[config.mk]
export PLATFORM = sky130hd
export DESIGN_NAME = fcvt_arbiter_flat
export DESIGN_NICKNAME = d
export VERILOG_FILES = /design/src/rtl/fcvt_arbiter_if.sv /design/src/rtl/fcvt_arbiter.sv /design/src/flat_wrapper.sv
export SDC_FILE = /design/constraint.sdc
export NUM_CORES = 1
export LEC_CHECK = 0
export CORE_MARGIN = 4
export CORE_UTILIZATION = 41
export CTS_CLUSTER_SIZE = 24
export DETAILED_ROUTE_END_ITERATION = 6
export PLACE_DENSITY = 0.84
export SETUP_SLACK_MARGIN = 0.15
export SYNTH_ARGS = -nofsm -noshare
export SYNTH_HDL_FRONTEND = slang
export SYNTH_SLANG_ARGS = --single-unit
[constraint.sdc]
create_clock -name clk -period 4.3 [get_ports clk]
set_input_delay 1.29 -clock clk [delete_from_list [all_inputs] [get_ports clk]]
set_output_delay 1.29 -clock clk [all_outputs]
set_load 0.1 [all_outputs]
[src/rtl/fcvt_arbiter_if.sv]
// Bundle of requester, converter and response signals for fcvt_arbiter.
// The slave modport is the arbiter's view; master is the surrounding system.
interface fcvt_arbiter_if #(
   parameter int TAG_W = 4
);
   logic             flush_i;
   logic             req0_valid_i, req1_valid_i;
   logic             req0_ready_o, req1_ready_o;
   logic [31:0]      req0_src_i, req1_src_i;
   logic [2:0]       req0_rm_i, req1_rm_i;
   logic [TAG_W-1:0] req0_tag_i, req1_tag_i;
   logic [2:0]       frm_i;
   logic [31:0]      cvt_src_o;
   logic [2:0]       cvt_rm_o;
   logic [31:0]      cvt_result_i;
   logic             rsp_valid_o;
   logic             rsp_ready_i;
   logic [31:0]      rsp_result_o;
   logic [TAG_W-1:0] rsp_tag_o;
   logic             rsp_id_o;
   logic [4:0]       rsp_fflags_o;
   logic             rsp_illegal_o;

   modport slave (
      input  flush_i, req0_valid_i, req1_valid_i, req0_src_i, req1_src_i,
             req0_rm_i, req1_rm_i, req0_tag_i, req1_tag_i, frm_i,
             cvt_result_i, rsp_ready_i,
      output req0_ready_o, req1_ready_o, cvt_src_o, cvt_rm_o, rsp_valid_o,
             rsp_result_o, rsp_tag_o, rsp_id_o, rsp_fflags_o, rsp_illegal_o
   );

   modport master (
      output flush_i, req0_valid_i, req1_valid_i, req0_src_i, req1_src_i,
             req0_rm_i, req1_rm_i, req0_tag_i, req1_tag_i, frm_i,
             cvt_result_i, rsp_ready_i,
      input  req0_ready_o, req1_ready_o, cvt_src_o, cvt_rm_o, rsp_valid_o,
             rsp_result_o, rsp_tag_o, rsp_id_o, rsp_fflags_o, rsp_illegal_o
   );
endinterface

[src/rtl/fcvt_arbiter.sv]
// Two-requester round-robin front end for an FCVT.W.S converter (IDLE/CVT/RSP).
// Define FCVT_ARB_FFLAGS_EN to compute NV/NX; otherwise rsp_fflags_o is zero.
module fcvt_arbiter #(
   parameter int TAG_W = 4
) (
   input logic          clk,
   input logic          reset_n,
   fcvt_arbiter_if.slave bus
);
   typedef enum logic [1:0] {IDLE, CVT, RSP} state_t;

   state_t           state;
   logic             last_id;
   logic [31:0]      src_q;
   logic [2:0]       rm_q;
   logic [TAG_W-1:0] tag_q;
   logic             id_q;
   logic [31:0]      result_q;
   logic [4:0]       fflags_q;
   logic             illegal_q;
   logic             rsp_valid_q;

   logic gnt0, gnt1, idle_ok, acc0, acc1, accept, rm_ill;
   logic [2:0] req_rm, res_rm;
   logic [4:0] flags_d;

   // On a tie the requester that was not accepted last wins.
   assign gnt0    = bus.req0_valid_i & (~bus.req1_valid_i | last_id);
   assign gnt1    = bus.req1_valid_i & (~bus.req0_valid_i | ~last_id);
   assign idle_ok = reset_n & (state == IDLE) & ~bus.flush_i;
   assign acc0    = idle_ok & gnt0;
   assign acc1    = idle_ok & gnt1;
   assign accept  = acc0 | acc1;
   assign req_rm  = acc1 ? bus.req1_rm_i : bus.req0_rm_i;
   assign res_rm  = (req_rm == 3'b111) ? bus.frm_i : req_rm;
   assign rm_ill  = rm_q[2] & (rm_q[1] | rm_q[0]);

   assign bus.req0_ready_o  = acc0;
   assign bus.req1_ready_o  = acc1;
   assign bus.cvt_src_o     = src_q;
   assign bus.cvt_rm_o      = rm_q;
   assign bus.rsp_valid_o   = rsp_valid_q;
   assign bus.rsp_result_o  = result_q;
   assign bus.rsp_tag_o     = tag_q;
   assign bus.rsp_id_o      = id_q;
   assign bus.rsp_fflags_o  = fflags_q;
   assign bus.rsp_illegal_o = illegal_q;

`ifdef FCVT_ARB_FFLAGS_EN
   logic [7:0]  exp_f;
   logic [23:0] frac_mask;
   logic        nv_f, nx_f;

   // frac_mask selects the mantissa bits that lie below the binary point.
   always_comb begin
      exp_f     = src_q[30:23];
      frac_mask = '0;
      if (exp_f >= 8'd127 && exp_f < 8'd150)
         frac_mask = (24'd1 << (8'd150 - exp_f)) - 24'd1;
      nv_f    = (exp_f == 8'hFF) | ((exp_f >= 8'd158) & (src_q != 32'hCF00_0000));
      nx_f    = ~nv_f & (((exp_f < 8'd127) & (src_q[30:0] != 31'd0)) |
                         ((frac_mask & {1'b0, src_q[22:0]}) != 24'd0));
      flags_d = {nv_f, 3'b000, nx_f};
   end
`else
   assign flags_d = 5'b0;
`endif

   always_ff @(posedge clk or negedge reset_n) begin
      if (!reset_n) begin
         state       <= IDLE;
         last_id     <= 1'b1;
         src_q       <= '0;
         rm_q        <= '0;
         tag_q       <= '0;
         id_q        <= 1'b0;
         result_q    <= '0;
         fflags_q    <= '0;
         illegal_q   <= 1'b0;
         rsp_valid_q <= 1'b0;
      end else if (bus.flush_i) begin
         state       <= IDLE;
         rsp_valid_q <= 1'b0;
      end else begin
         case (state)
            IDLE: if (accept) begin
               src_q   <= acc1 ? bus.req1_src_i : bus.req0_src_i;
               tag_q   <= acc1 ? bus.req1_tag_i : bus.req0_tag_i;
               id_q    <= acc1;
               rm_q    <= res_rm;
               last_id <= acc1;
               state   <= CVT;
            end
            CVT: begin
               result_q    <= rm_ill ? 32'd0 : bus.cvt_result_i;
               fflags_q    <= rm_ill ? 5'd0 : flags_d;
               illegal_q   <= rm_ill;
               rsp_valid_q <= 1'b1;
               state       <= RSP;
            end
            RSP: if (bus.rsp_ready_i) begin
               rsp_valid_q <= 1'b0;
               state       <= IDLE;
            end
            default: state <= IDLE;
         endcase
      end
   end
endmodule

[src/flat_wrapper.sv]
// flat-port wrapper written by rule: the top's interface ports become plain ports
module fcvt_arbiter_flat 
#(
   parameter int TAG_W = 4
)
  (clk, reset_n, bus_flush_i, bus_req0_valid_i, bus_req1_valid_i, bus_req0_src_i, bus_req1_src_i, bus_req0_rm_i, bus_req1_rm_i, bus_req0_tag_i, bus_req1_tag_i, bus_frm_i, bus_cvt_result_i, bus_rsp_ready_i, bus_req0_ready_o, bus_req1_ready_o, bus_cvt_src_o, bus_cvt_rm_o, bus_rsp_valid_o, bus_rsp_result_o, bus_rsp_tag_o, bus_rsp_id_o, bus_rsp_fflags_o, bus_rsp_illegal_o);
  fcvt_arbiter_if #(.TAG_W(TAG_W)) bus_i ();
  input logic clk;
  input logic reset_n;
  input wire logic [$bits(bus_i.flush_i)-1:0] bus_flush_i;
  input wire logic [$bits(bus_i.req0_valid_i)-1:0] bus_req0_valid_i;
  input wire logic [$bits(bus_i.req1_valid_i)-1:0] bus_req1_valid_i;
  input wire logic [$bits(bus_i.req0_src_i)-1:0] bus_req0_src_i;
  input wire logic [$bits(bus_i.req1_src_i)-1:0] bus_req1_src_i;
  input wire logic [$bits(bus_i.req0_rm_i)-1:0] bus_req0_rm_i;
  input wire logic [$bits(bus_i.req1_rm_i)-1:0] bus_req1_rm_i;
  input wire logic [$bits(bus_i.req0_tag_i)-1:0] bus_req0_tag_i;
  input wire logic [$bits(bus_i.req1_tag_i)-1:0] bus_req1_tag_i;
  input wire logic [$bits(bus_i.frm_i)-1:0] bus_frm_i;
  input wire logic [$bits(bus_i.cvt_result_i)-1:0] bus_cvt_result_i;
  input wire logic [$bits(bus_i.rsp_ready_i)-1:0] bus_rsp_ready_i;
  output wire logic [$bits(bus_i.req0_ready_o)-1:0] bus_req0_ready_o;
  output wire logic [$bits(bus_i.req1_ready_o)-1:0] bus_req1_ready_o;
  output wire logic [$bits(bus_i.cvt_src_o)-1:0] bus_cvt_src_o;
  output wire logic [$bits(bus_i.cvt_rm_o)-1:0] bus_cvt_rm_o;
  output wire logic [$bits(bus_i.rsp_valid_o)-1:0] bus_rsp_valid_o;
  output wire logic [$bits(bus_i.rsp_result_o)-1:0] bus_rsp_result_o;
  output wire logic [$bits(bus_i.rsp_tag_o)-1:0] bus_rsp_tag_o;
  output wire logic [$bits(bus_i.rsp_id_o)-1:0] bus_rsp_id_o;
  output wire logic [$bits(bus_i.rsp_fflags_o)-1:0] bus_rsp_fflags_o;
  output wire logic [$bits(bus_i.rsp_illegal_o)-1:0] bus_rsp_illegal_o;
  assign bus_i.flush_i = bus_flush_i;
  assign bus_i.req0_valid_i = bus_req0_valid_i;
  assign bus_i.req1_valid_i = bus_req1_valid_i;
  assign bus_i.req0_src_i = bus_req0_src_i;
  assign bus_i.req1_src_i = bus_req1_src_i;
  assign bus_i.req0_rm_i = bus_req0_rm_i;
  assign bus_i.req1_rm_i = bus_req1_rm_i;
  assign bus_i.req0_tag_i = bus_req0_tag_i;
  assign bus_i.req1_tag_i = bus_req1_tag_i;
  assign bus_i.frm_i = bus_frm_i;
  assign bus_i.cvt_result_i = bus_cvt_result_i;
  assign bus_i.rsp_ready_i = bus_rsp_ready_i;
  assign bus_req0_ready_o = bus_i.req0_ready_o;
  assign bus_req1_ready_o = bus_i.req1_ready_o;
  assign bus_cvt_src_o = bus_i.cvt_src_o;
  assign bus_cvt_rm_o = bus_i.cvt_rm_o;
  assign bus_rsp_valid_o = bus_i.rsp_valid_o;
  assign bus_rsp_result_o = bus_i.rsp_result_o;
  assign bus_rsp_tag_o = bus_i.rsp_tag_o;
  assign bus_rsp_id_o = bus_i.rsp_id_o;
  assign bus_rsp_fflags_o = bus_i.rsp_fflags_o;
  assign bus_rsp_illegal_o = bus_i.rsp_illegal_o;
  fcvt_arbiter #(.TAG_W(TAG_W)) u_core (.clk(clk), .reset_n(reset_n), .bus(bus_i));
endmodule
==> reports/summary.txt <==
status = finished clean
Max Clock Skew = 15.65 ps
Layout Nets = 634
max frequency = 245.0 MHz
Reg clk slew, reported paths = 90 ps
clk root buf = clkbuf_8
Primary FF master, synth = dfrtp_1
pre-CTS WS = 228.0 ps
sw frac = 0.5296
nature of the critical path startpoint = input pin
final WL = 10260 um
Final setup violation count = 0
Worst EP required = 3010 ps
CTS tree = yes
critical path type = input pin to primary output
fillers = 639
post-CTS setup buffer count = 0
vias per inst = 5.016
Hold-fix buffers, CTS = 0
vias in the first global route = 3257
Post-Syn Area = 3518 sq um
Slew Limit Headroom = 0.3269
drt pass-1 iters = 4
post-synth cell types = 31
Comb pwr share = 0.570
ratio of cells with drive above 1 in the final layout = 0.1250
met1 WL = 4059 um
Area contributors post-synth = dfrtp_1, a31oi_2, nand2_1
# DRC = 0
core area = 8299 sq um
sequential area share after synthesis = 0.5480
min cycle time layout = 4081 ps
htree depth = 3
largest net degree at the start of global routing = 78
DR WL/cell = 16.41 um
Post-synth EDFFs = 0
Max Used Layer = met4
share of Yosys cell area claimed by the top area cell type = 0.5405
Initial Util = 0.4239
CP Capture Type = primary output
IR drop worst, VDD = 257.8 uV
WP data arrival = 2790 ps
Die W = 100.6 um
cts bufs inserted = 9
first-pass GRT wire length = 16160 um
DRT antenna net count = 0
met3 routed wirelength = 953 um
synth warn = 0
Cells after Synth = 327
total negative slack = 0 ps
number of port buffers = 194
Die Area = 10130 sq um
gr usage total = 0.2027
PD cells = 630.4 nW/um^2
post-DP HPWL = 7703 um
HP Class = flip-flop to flip-flop
Clock Tree Buf Depth = 2
DIE HEIGHT = 100.6 um
Hold Slack = 484.7 ps
Yosys reg bits = 77
via count = 3135
synthesized area per cell = 10.76 sq um
area leader, netlist = dfrtp_1
Sw Pwr = 1.895 mW
worst-skew pair later-pin latency = 340 ps
CP max FO = 6
antenna cells = 0
Leak = 2.321 nW
Rows = 33
Worst-Margin Slew = 1007 ps
routed wl met2 = 5106 um
I/O Pins = 200
final setup margin = 218.8 ps
detailed router's first-iteration violation count = 96
RePlAce Congestion = 0.8435
fraction of power consumed by sequential logic = 0.276
initial antenna violation count = 0
# Max-Cap Violations = 0
RSZ-0062 raised after global routing = no
clock power share = 0.153
total gr overflow = 0
Slew Limit Fails = 0
Syn-to-layout area delta = 61.31%
final hold vios = 0
Tcrit/Tclk final = 0.9491
CTS resizes = 0
TritonCTS sink count = 77
cell internal pwr = 1.683 mW
Post-synth ARST share = 1.000
==> synth_stat cells (all sizes together) (2+ instances only) <==
master and n:
inv 3, dfrtp 76, nand2 83, o41ai 2, a31oi 36, a21oi 4, buf 22, nor2 39
a32oi 3, nand2b 3, a22o 32, clkbuf 7, or2 3, nor4b 4
==> per-layer routing <==
metal / track usage / vias to the layer above
met5: 0 / -
met4: 0.06839 / 0
met3: 0.05606 / 12
met2: 0.3514 / 131
met1: 0.2416 / 1489
li1: - / 1503
==> power by group through the flow <==
| stage | logic [mW] | registers, mW | clock network [mW] |
|---|---|---|---|
| 2_1_floorplan | 0.280 | 2.23 | 0 |
| 3_3_place_gp | 2.03 | 0.992 | 0 |
| 3_5_place_dp | 2.05 | 1.00 | 0 |
| 4_1_cts | 2.05 | 0.990 | 0.562 |
| 5_1_grt | 2.10 | 1.01 | 0.593 |
| 6_report | 2.04 | 0.989 | 0.549 |
==> area by class of cell <==
class / instances / area [sq um] / share of cell area
repair buffers: 202 / 2032 / 0.3580
flip-flops and latches: 77 / 1928 / 0.3397
multi-input cells: 222 / 1369 / 0.2412
well taps: 105 / 131.4 / 0.02315
clock buffers: 10 / 127.6 / 0.02249
clock inverters: 6 / 71.32 / 0.01257
inverters: 3 / 16.27 / 0.002866
==> sequential cells by signal (all words and copies together), names as in the netlist, 2 cells and up <==
name                     flops
u_core.state                 2
u_core.bus.rsp_tag_o         4
u_core.bus.cvt_rm_o          3
u_core.bus.cvt_src_o        32
u_core.bus.rsp_result_o     32
==> per-stage QoR <==
step	cell area, sq um	instances	utilization	power [mW]
2_1_floorplan	3536	331	-	2.505
3_3_place_gp	5477	609	0.6599	3.025
3_5_place_dp	5477	609	0.6599	3.051
4_1_cts	5675	625	0.6839	3.605
5_1_grt	5675	625	0.6839	3.707
6_report	5675	625	0.6839	3.578
==> cell usage in the layout (no fill, tap or decap) <==
cell	synthesis	final
o41ai_1	2	2
dfrtp_1	76	76
or2_1	1	1
inv_1	1	1
nor2_1	39	37
nand3_1	1	1
clkbuf_8	0	9
a32oi_1	3	3
dfstp_2	1	1
or3b_2	1	1
buf_4	11	8
inv_6	0	2
clkinvlp_4	0	2
buf_12	1	3
a31oi_2	29	29
conb_1	1	5
a21boi_0	1	1
nand2b_2	0	1
a21oi_1	4	4
nor3_1	1	1
nand2_1	83	83
a22o_1	32	32
o21a_1	1	1
or2_2	2	2
clkinv_4	0	1
clkbuf_1	7	1
o31ai_1	1	1
nor2b_1	1	1
or4b_4	1	1
clkdlybuf4s50_1	0	191
inv_4	2	2
bufinv_16	0	1
nand2b_1	3	2
nor2_2	0	2
a31oi_1	7	7
nor4b_1	4	4
==> worst paths after layout <==
kind | slack [ps] | to | depth (start not counted) | from
setup reg to reg | 2050 | u_core.bus.cvt_src_o[18] | 6 | u_core.state[1]
hold reg to reg | 480 | u_core.last_id | 2 | u_core.last_id
setup / recovery | 220 | bus_req1_ready_o | 5 | bus_flush_i
max in group asynchronous | 2490 | u_core.bus.rsp_result_o[31] | 2 | reset_n
hold / removal | 480 | u_core.last_id | 2 | u_core.last_id
min in group asynchronous | 1200 | u_core.bus.cvt_src_o[21] | 2 | reset_n
==> worst max-delay path, cell delays in order <==
cell and delay, ps:
clkdlybuf4s50_1 460, or4b_4 550, nand2b_2 230, inv_4 80
buf_12 170
==> kinds of logic (layout without fill, tap and decap cells) <==
| group | count (synthesis) | after routing | share of synthesized area |
|---|---|---|---|
| buf+inv | 32 | 221 | 0.06934 |
| compound gates | 80 | 80 | 0.2198 |
| other cells | 1 | 5 | 0.001066 |
| flops | 77 | 77 | 0.5480 |
| simple gates | 137 | 137 | 0.1618 |
Note: power is estimated with default switching activity, not from simulation.
